$ cat src/rtl/deserializer_pkg.sv
`default_nettype none
// ============================================================================
// Module      : deserializer_pkg
// Description : Shared control-group helpers for the SPI frame deserializer:
//               width derivation and FSM state encoding.
// Revision    : 1.0 - initial release
// ============================================================================
package deserializer_pkg;

    // Ceiling log2. A result of 0 is returned for values of 0 and 1.
    function automatic int clog2(input int value);
        int result;
        result = 0;
        for (int i = 0; i < 31; i++) begin
            if ((1 << i) < value) begin
                result = i + 1;
            end
        end
        return result;
    endfunction

    // Total bits on the wire per frame: opcode followed by address.
    function automatic int shift_width(input int opcode_w, input int addr_w);
        return opcode_w + addr_w;
    endfunction

    // The bit counter must be able to hold the value SHIFT_W itself.
    function automatic int cnt_width(input int shift_w);
        return clog2(shift_w + 1);
    endfunction

    // Receive FSM encoding.
    typedef enum logic [1:0] {
        ST_IDLE  = 2'd0,
        ST_SHIFT = 2'd1,
        ST_DRAIN = 2'd2
    } state_t;

endpackage
`default_nettype wire

$ cat src/rtl/sync_2ff.sv
`default_nettype none
// ============================================================================
// Module      : sync_2ff
// Description : Single-bit two-flop synchronizer with a selectable reset
//               value, used to bring the SPI pins into the clk domain.
// Revision    : 1.0 - initial release
// ============================================================================
module sync_2ff #(
    parameter logic RST_VAL = 1'b0
) (
    input  logic clk,
    input  logic rst_n,
    input  logic d,
    output logic q
);

    logic r_s1;
    logic r_s2;

    // Two-stage capture of the asynchronous input.
    always_ff @(posedge clk or negedge rst_n) begin
        if (!rst_n) begin
            r_s1 <= RST_VAL;
            r_s2 <= RST_VAL;
        end else begin
            r_s1 <= d;
            r_s2 <= r_s1;
        end
    end

    assign q = r_s2;

endmodule
`default_nettype wire

$ cat src/rtl/deserializer.sv
`default_nettype none
// ============================================================================
// Module      : deserializer
// Description : Receives MSB-first {opcode, addr} frames from a chip-select
//               framed SPI link, oversampled in the clk domain, and hands
//               them downstream through a one-entry valid/ready holding
//               register. Flags aborted frames and frames dropped because
//               the holding register was still occupied.
// Revision    : 1.0 - initial release
// ============================================================================
module deserializer
    import deserializer_pkg::*;
#(
    parameter int ADDRW   = 8,
    parameter int OPCODEW = 2
) (
    input  logic               clk,
    input  logic               rst_n,
    input  logic               spi_clk,
    input  logic               cs_n,
    input  logic               mosi,
    input  logic               ready_in,
    output logic               valid_out,
    output logic [OPCODEW-1:0] opcode_out,
    output logic [ADDRW-1:0]   addr_out,
    output logic               err_short,
    output logic               err_overrun
);

    localparam int SHIFT_W = shift_width(OPCODEW, ADDRW);
    localparam int CNT_W   = cnt_width(SHIFT_W);

    // Counter value while the final bit of a frame is being received.
    localparam logic [CNT_W-1:0] C_LAST_CNT = CNT_W'(SHIFT_W - 1);

    // ------------------------------------------------------------------
    // Synchronized SPI pins
    // ------------------------------------------------------------------
    logic w_sclk_s2;
    logic w_cs_s2;
    logic w_mosi_s2;
    logic r_sclk_s3;
    logic w_rise;

    sync_2ff #(.RST_VAL(1'b0)) u_sync_sclk (
        .clk   (clk),
        .rst_n (rst_n),
        .d     (spi_clk),
        .q     (w_sclk_s2)
    );

    // Chip select resets to the deasserted level so a reset never looks
    // like the start of a frame.
    sync_2ff #(.RST_VAL(1'b1)) u_sync_cs (
        .clk   (clk),
        .rst_n (rst_n),
        .d     (cs_n),
        .q     (w_cs_s2)
    );

    sync_2ff #(.RST_VAL(1'b0)) u_sync_mosi (
        .clk   (clk),
        .rst_n (rst_n),
        .d     (mosi),
        .q     (w_mosi_s2)
    );

    // Third spi_clk stage, delayed copy for rising-edge detection.
    always_ff @(posedge clk or negedge rst_n) begin
        if (!rst_n) begin
            r_sclk_s3 <= 1'b0;
        end else begin
            r_sclk_s3 <= w_sclk_s2;
        end
    end

    assign w_rise = w_sclk_s2 & ~r_sclk_s3;

    // ------------------------------------------------------------------
    // Frame FSM, bit counter and shifter
    // ------------------------------------------------------------------
    state_t                r_state;
    state_t                w_state_nxt;
    logic [CNT_W-1:0]      r_cnt;
    logic [SHIFT_W-1:0]    r_shift;
    logic [SHIFT_W-1:0]    w_frame;
    logic                  w_shift_en;
    logic                  w_cnt_clr;
    logic                  w_commit;
    logic                  w_abort;
    logic                  w_load;

    // Shifted value including the bit sampled on the current rise; this is
    // what gets committed when the last bit arrives.
    assign w_frame = (r_shift << 1) | SHIFT_W'(w_mosi_s2);

    // FSM state register.
    always_ff @(posedge clk or negedge rst_n) begin
        if (!rst_n) begin
            r_state <= ST_IDLE;
        end else begin
            r_state <= w_state_nxt;
        end
    end

    // Next-state and per-cycle control decode. Chip-select deassertion takes
    // priority over a coincident rise: the frame is over either way.
    always_comb begin
        w_state_nxt = r_state;
        w_shift_en  = 1'b0;
        w_cnt_clr   = 1'b0;
        w_commit    = 1'b0;
        w_abort     = 1'b0;
        case (r_state)
            ST_IDLE: begin
                if (!w_cs_s2) begin
                    w_state_nxt = ST_SHIFT;
                    w_cnt_clr   = 1'b1;
                end
            end
            ST_SHIFT: begin
                if (w_cs_s2) begin
                    w_state_nxt = ST_IDLE;
                    w_cnt_clr   = 1'b1;
                    w_abort     = (r_cnt != '0);
                end else if (w_rise) begin
                    w_shift_en = 1'b1;
                    if (r_cnt == C_LAST_CNT) begin
                        w_commit    = 1'b1;
                        w_state_nxt = ST_DRAIN;
                    end
                end
            end
            ST_DRAIN: begin
                if (w_cs_s2) begin
                    w_state_nxt = ST_IDLE;
                end
            end
            default: begin
                w_state_nxt = ST_IDLE;
            end
        endcase
    end

    // Bit counter and shift register; both start clean for every frame.
    always_ff @(posedge clk or negedge rst_n) begin
        if (!rst_n) begin
            r_cnt   <= '0;
            r_shift <= '0;
        end else if (w_cnt_clr) begin
            r_cnt   <= '0;
            r_shift <= '0;
        end else if (w_shift_en) begin
            r_cnt   <= r_cnt + CNT_W'(1);
            r_shift <= w_frame;
        end
    end

    // ------------------------------------------------------------------
    // Holding register and error pulses
    // ------------------------------------------------------------------

    // A completed frame is accepted if the slot is empty or is being read
    // in this very cycle; otherwise it is dropped and the held data kept.
    assign w_load = w_commit & (~valid_out | ready_in);

    // Holding register with valid/ready handshake plus registered flags.
    always_ff @(posedge clk or negedge rst_n) begin
        if (!rst_n) begin
            valid_out   <= 1'b0;
            opcode_out  <= '0;
            addr_out    <= '0;
            err_short   <= 1'b0;
            err_overrun <= 1'b0;
        end else begin
            err_short   <= w_abort;
            err_overrun <= w_commit & ~w_load;
            if (w_load) begin
                valid_out  <= 1'b1;
                opcode_out <= w_frame[SHIFT_W-1 -: OPCODEW];
                addr_out   <= w_frame[ADDRW-1:0];
            end else if (valid_out && ready_in) begin
                valid_out <= 1'b0;
            end
        end
    end

endmodule
`default_nettype wire

$ cat config.mk
export PLATFORM = sky130hd
export DESIGN_NAME = deserializer
export DESIGN_NICKNAME = d
export VERILOG_FILES = /design/src/rtl/deserializer_pkg.sv /design/src/rtl/sync_2ff.sv /design/src/rtl/deserializer.sv
export SDC_FILE = /design/constraint.sdc
export NUM_CORES = 1
export LEC_CHECK = 0
export BUFFER_PORTS_ARGS = -buffer_cell sky130_fd_sc_hd__buf_2
export CAP_MARGIN = 15
export CORE_MARGIN = 8
export CORE_UTILIZATION = 45
export CTS_CLUSTER_DIAMETER = 30
export DETAILED_ROUTE_END_ITERATION = 16
export HOLD_SLACK_MARGIN = 0.05
export SYNTH_ARGS = -nofsm -noshare
export SYNTH_HDL_FRONTEND = slang
export SYNTH_HIERARCHICAL = 1
export SYNTH_SLANG_ARGS = --single-unit
$ cat constraint.sdc
create_clock -name clk -period 1.98 [get_ports clk]
set_input_delay 0.495 -clock clk [delete_from_list [all_inputs] [get_ports clk]]
set_output_delay 0.495 -clock clk [all_outputs]
set_load 0.02 [all_outputs]
* Word-level counts from Yosys, hierarchy flattened
Index checks and enable logic that the tools add are counted.
** Cells by class
- Add/sub/neg operators :: 1
- Eq/ne operators :: 7
- Bitwise operators :: 8
- Reduce and logical (&&, ||, !) cells :: 6
- Muxes and demuxes :: 24
** Operators by type and width (number)
- two-way mux 9 bit :: 2
- two-way mux 1 bit :: 13
- two-way mux 2 bit :: 5
- OR 10 x 1 -> 10 bit :: 1
- two-way mux 4 bit :: 2
- != test 3 x 2 -> 1 bit (second input constant) :: 2
- one-hot mux 2 bit (3 select lines) :: 1
- adder 4 x 1 -> 4 bit (second input constant) :: 1
- == test 4 bit (second input constant) :: 1
- AND reduction 4 bit :: 1
- nonzero test 2 bit :: 2
- nonzero test 4 bit :: 1
- bitwise AND 1 bit :: 3
- inverter 1 bit :: 3
- == test 2 x 1 -> 1 bit (second input constant) :: 1
- == test 2 bit (second input constant) :: 1
- zero test 2 bit :: 1
- != test 2 x 1 -> 1 bit (second input constant) :: 1
- != test 2 bit (second input constant) :: 1
- one-hot mux 1 bit (2 select lines) :: 1
- logical AND 1 bit :: 1
- OR 1 bit :: 1
** Word-level totals
- Input bits :: 6
- Bits in registers :: 35
- Output and inout port bits :: 13

* Depth between registers and ports, before layout
- Word-level depth :: 8
- Depth in mapped cells :: 6
- Gate-level depth less buffers :: 5

* Cells and area by module
The synthesis kept the hierarchy.
** By module, submodules not included
- deserializer :: cells each 93, area an instance 1252.5 um^2, sequential area each 725.7 um^2, times used 1
- sync_2ff at u_sync_mosi ... :: cells each 2, area an instance 50.0 um^2, sequential area each 50.0 um^2, times used 2
- sync_2ff at u_sync_cs :: cells each 2, area an instance 52.6 um^2, sequential area each 52.6 um^2, times used 1

* Worst setup path before layout
OpenSTA, ideal clock, no wires.
- Kind :: register to register
- From :: reg r_state[1]
- To :: reg addr_out[0]
- Data arrival time :: 1544 ps
- Buffers on the path :: 3
- Period minus slack after synthesis :: 1669 ps
- Setup slack :: 311 ps
- Data required time :: 1855 ps
- Stages on the path, launching flop included :: 7
- Setup time :: 125 ps
- Cell sequence :: dfrtp_1 > buf_6 > nand4bb_1 > buf_6 > nor4bb_4 > buf_6 > mux2_2
** On the way
- Word-level cells in the longest chain between the ends :: 3
** RTL lines
- from (decl) :: RTL line deserializer.sv:82 : state_t r_state;
- from (signal assigned) :: RTL line deserializer.sv:102 : r_state <= w_state_nxt;
- == test 2 x 1 -> 1 bit :: RTL line deserializer.sv:114 : case (r_state)
- two-way mux 1 bit :: RTL line deserializer.sv:114
- bitwise AND 1 bit :: RTL line deserializer.sv:165 : assign w_load = w_commit & (~valid_out | ready_in);
- to (signal assigned) :: RTL line deserializer.sv:181 : addr_out <= w_frame[ADDRW-1:0];
- to (decl) :: RTL line deserializer.sv:25 : output logic [ADDRW-1:0] addr_out,
No other way between the ends.
A chain may end at the register's enable or synchronous reset.

* Worst setup path in the final report
- From :: reg r_cnt[1]
- To :: reg addr_out[1]
** On the way
- Word-level cells in the longest chain between the ends :: 6
** RTL lines
- from (decl) :: RTL line deserializer.sv:84 : logic [CNT_W-1:0] r_cnt;
- from (signal assigned) :: RTL line deserializer.sv:154 : r_cnt <= r_cnt + CNT_W'(1);
- == test 4 bit :: RTL line deserializer.sv:128 : if (r_cnt == C_LAST_CNT) begin
- two-way mux 1 bit :: RTL line deserializer.sv:128
- two-way mux 1 bit :: RTL line deserializer.sv:126 : end else if (w_rise) begin
- two-way mux 1 bit :: RTL line deserializer.sv:122 : if (w_cs_s2) begin
- two-way mux 1 bit :: RTL line deserializer.sv:114
- bitwise AND 1 bit :: RTL line deserializer.sv:165
No other way between the ends.

==> impl_metrics.yaml <==
drt:
  detail_route.first_pass.iterations: 4
  routedWlPerCell_um: 15.4
  drtIter0Drc: 44
  drc_errors: 0
  wl_met1_um: 1130
  routed_wl_um: 2410
  vias: 873
  drtAntennaViolNets: 0
  wl_met2_um: 1120
  routed.top_layer: "met4"
  met3_length_um: 147
  vias_per_cell: 5.56
yosys:
  synthArstFlopShare: 1.00
  ys.flop_type: "dfrtp_1"
  avgSynthCellArea_sq_um: 14.2
  synth_cell_types: 27
  post-synth-top-count-cell: "dfrtp_1"
  syn-num-nets: 108
  synthTopCellsByArea: "dfrtp_1, mux2_2, a22o_1"
  syn_area_sq_um: 1410
  synth.top_cells.by_count: "dfrtp_1, mux2_2, a22o_1, nor2_1"
  synth.largest_area_cell: "dfrtp_1"
  yosysWarnings: 6
  synth_edf_count: 0
  ys_seq_area_frac: 0.625
  synthCells: 99
  yosys.area.top_type_share: 0.588
  synth-seq-cells: 35
finish:
  regArea_sq_um: 878
  multi_input_area_sq_um: 472
  post-route-util: 0.524
  final_cells: 157
  nFillCells: 257
  nets: 132
  drive_gt1_frac: 0.355
  antenna_cells: 0
  synthToLayoutAreaGrowth_pct: 11.9
timing:
  rsz0062_at_grt: "no"
  max_freq_ghz: 0.567
  fin_hold_ws_ns: 0.174
  setup_violations: 0
  slew_viol_final: 0
  fin_tns_setup_ns: 0
  slew_headroom: 0.712
  fin_crit_sh: 0.891
  final.setup_skew_ns: 0.00174
  tightestPinTransition_ns: 0.432
  finalCriticalPeriod_ns: 1.76
  hold_viol: 0
global_route:
  overflow: 0
  grt_max_degree: 36
  grtUsageTotal: 0.110
  grt_pass1_vias: 878
  grt_pass1_wl_um: 4330
  antenna_found_initial: 0
clock_tree:
  clk_pin_slew_ns: 0.10
  clock-root-buffer: "clkbuf_4"
  cts_tree: "built"
  post_cts_buffers: 0
  clkLatencyLatePin_ns: 0.32
  clockBufferDepth: 2
  cts_resized: 0
  hold_buffers: 0
  numCtsBuffers: 5
  h-tree-depth: 2
  cts_num_sinks: 35
power_and_ir_drop:
  max-vdd-ir-drop_v: 0.000526
  total_power_mw: 1.15
  power_density_nw_per_um2: 729
  cellLeakagePower_nw: 0.802
place:
  placed_cells: 149
  dpl.hpwl_um: 1610
  portBuffers: 18
  gp_congestion: 0.803
die:
  start_util: 0.468
  pin_count: 19
  num_rows: 20
  core-area_sq_um: 3000
  die_h_um: 71.9
  die-area_sq_um: 5170
  die_w_um: 71.9
critical_path:
  critPathLaunchType: "flop"
  critical-path-max-stage-delay_ns: 0.42
  path_class: "flop to flop"
  critPathRequiredTime_ns: 2.19
  critPathMaxFanout: 10
  r2r_start: "r_cnt[1]"
  end_kind: "flop"
  path_cells: "inv_1 > ha_1 > nand2_1 > nor4bb_4 > buf_4 > mux2_2"
  crit_arrival_ns: 1.98
  r2r_end: "addr_out[1]"
  r2r_setup_slack_ns: 0.22
  r2r_cells: 6
  slowest_stage: "dfrtp_1"
min_path:
  hold_path.class: "input port to async pin"
status:
  status: "finished clean"
job:
  drv_cap: 0
-- kinds of logic after synthesis --
group	after synthesis	synth area share
buffers and inverters	8	0.0392
AO/OA/AOI/OAI	20	0.115
flip-flops	35	0.625
AND/OR/NAND/NOR	22	0.106
multiplexers	11	0.0882
adder cells (fa/ha/maj)	3	0.0267
-- cells in the final DEF (no fill, tap or decap), types with 2 or more instances in the layout --
| cell type | instances |
|---|---|
| a21oi_1 | 3 |
| a22o_1 | 10 |
| buf_2 | 18 |
| buf_4 | 4 |
| clkbuf_1 | 2 |
| clkbuf_4 | 5 |
| dfrtp_1 | 33 |
| dfstp_2 | 2 |
| ha_1 | 3 |
| inv_1 | 3 |
| mux2_2 | 11 |
| nand2_1 | 2 |
| nand2b_1 | 3 |
| nor2_1 | 5 |
| nor2b_1 | 2 |
| o31ai_1 | 2 |
| or4_1 | 3 |
-- report_power, final --
| part | internal (mW) | total, mW | switching [mW] |
|---|---|---|---|
| Combinational | 0.0191 | 0.0526 | 0.0335 |
| Sequential | 0.727 | 0.737 | 0.0104 |
| Clock | 0.138 | 0.356 | 0.218 |
| Total | 0.884 | 1.15 | 0.262 |
-- sequential cells by signal (all words and copies together) (netlist names) --
| name | count |
|---|---|
| u_sync_sclk/r_s1 | 1 |
| u_sync_cs/r_s1 | 1 |
| r_state | 2 |
| u_sync_mosi/q | 1 |
| err_short | 1 |
| u_sync_cs/q | 1 |
| err_overrun | 1 |
| r_cnt | 4 |
| u_sync_sclk/q | 1 |
| opcode_out | 2 |
| u_sync_mosi/r_s1 | 1 |
| valid_out | 1 |
| r_shift | 9 |
| addr_out | 8 |
| r_sclk_s3 | 1 |
-- per-stage QoR --
stage          setup WS [ns]  cell area, sq um
6_report               0.216              1570
5_1_grt               0.0894              1570
3_3_place_gp           0.266              1520
4_1_cts                0.209              1570
2_1_floorplan          0.311              1410
3_5_place_dp           0.243              1520
-- cell type report --
type,instances,share of cell area
timing repair buffer,22,0.0764
inverter,3,0.00716
multi-input combinational,56,0.300
clock buffer,7,0.0286
sequential,35,0.558
clock inverter,1,0.00318
tap,33,0.0263
-- worst max-delay path: cells and delay by family, from the launching register on --
kind | cells | cell delay [ns]
fa+ha+maj | 1 | 0.13
flops | 1 | 0.42
simple gates | 2 | 0.44
mux | 1 | 0.35
buf+inv | 2 | 0.30
-- worst max-delay path by stage --
| stage | start | endpoint | cells past startpoint |
|---|---|---|---|
| 2_1_floorplan | r_state[1] | addr_out[0] | 6 |
| 3_3_place_gp | r_cnt[1] | addr_out[1] | 6 |
| 3_5_place_dp | r_cnt[1] | addr_out[3] | 6 |
| 4_1_cts | r_cnt[1] | addr_out[1] | 6 |
| 5_1_grt | r_cnt[1] | addr_out[1] | 6 |
| 6_report | r_cnt[1] | addr_out[1] | 6 |
-- layer usage --
metal | track usage | vias to the layer above
met5 | 0 | -
li1 | - | 410
met4 | 0.0476 | 0
met3 | 0.0516 | 2
met2 | 0.158 | 24
met1 | 0.137 | 437
(Power assumes the default switching activity.)
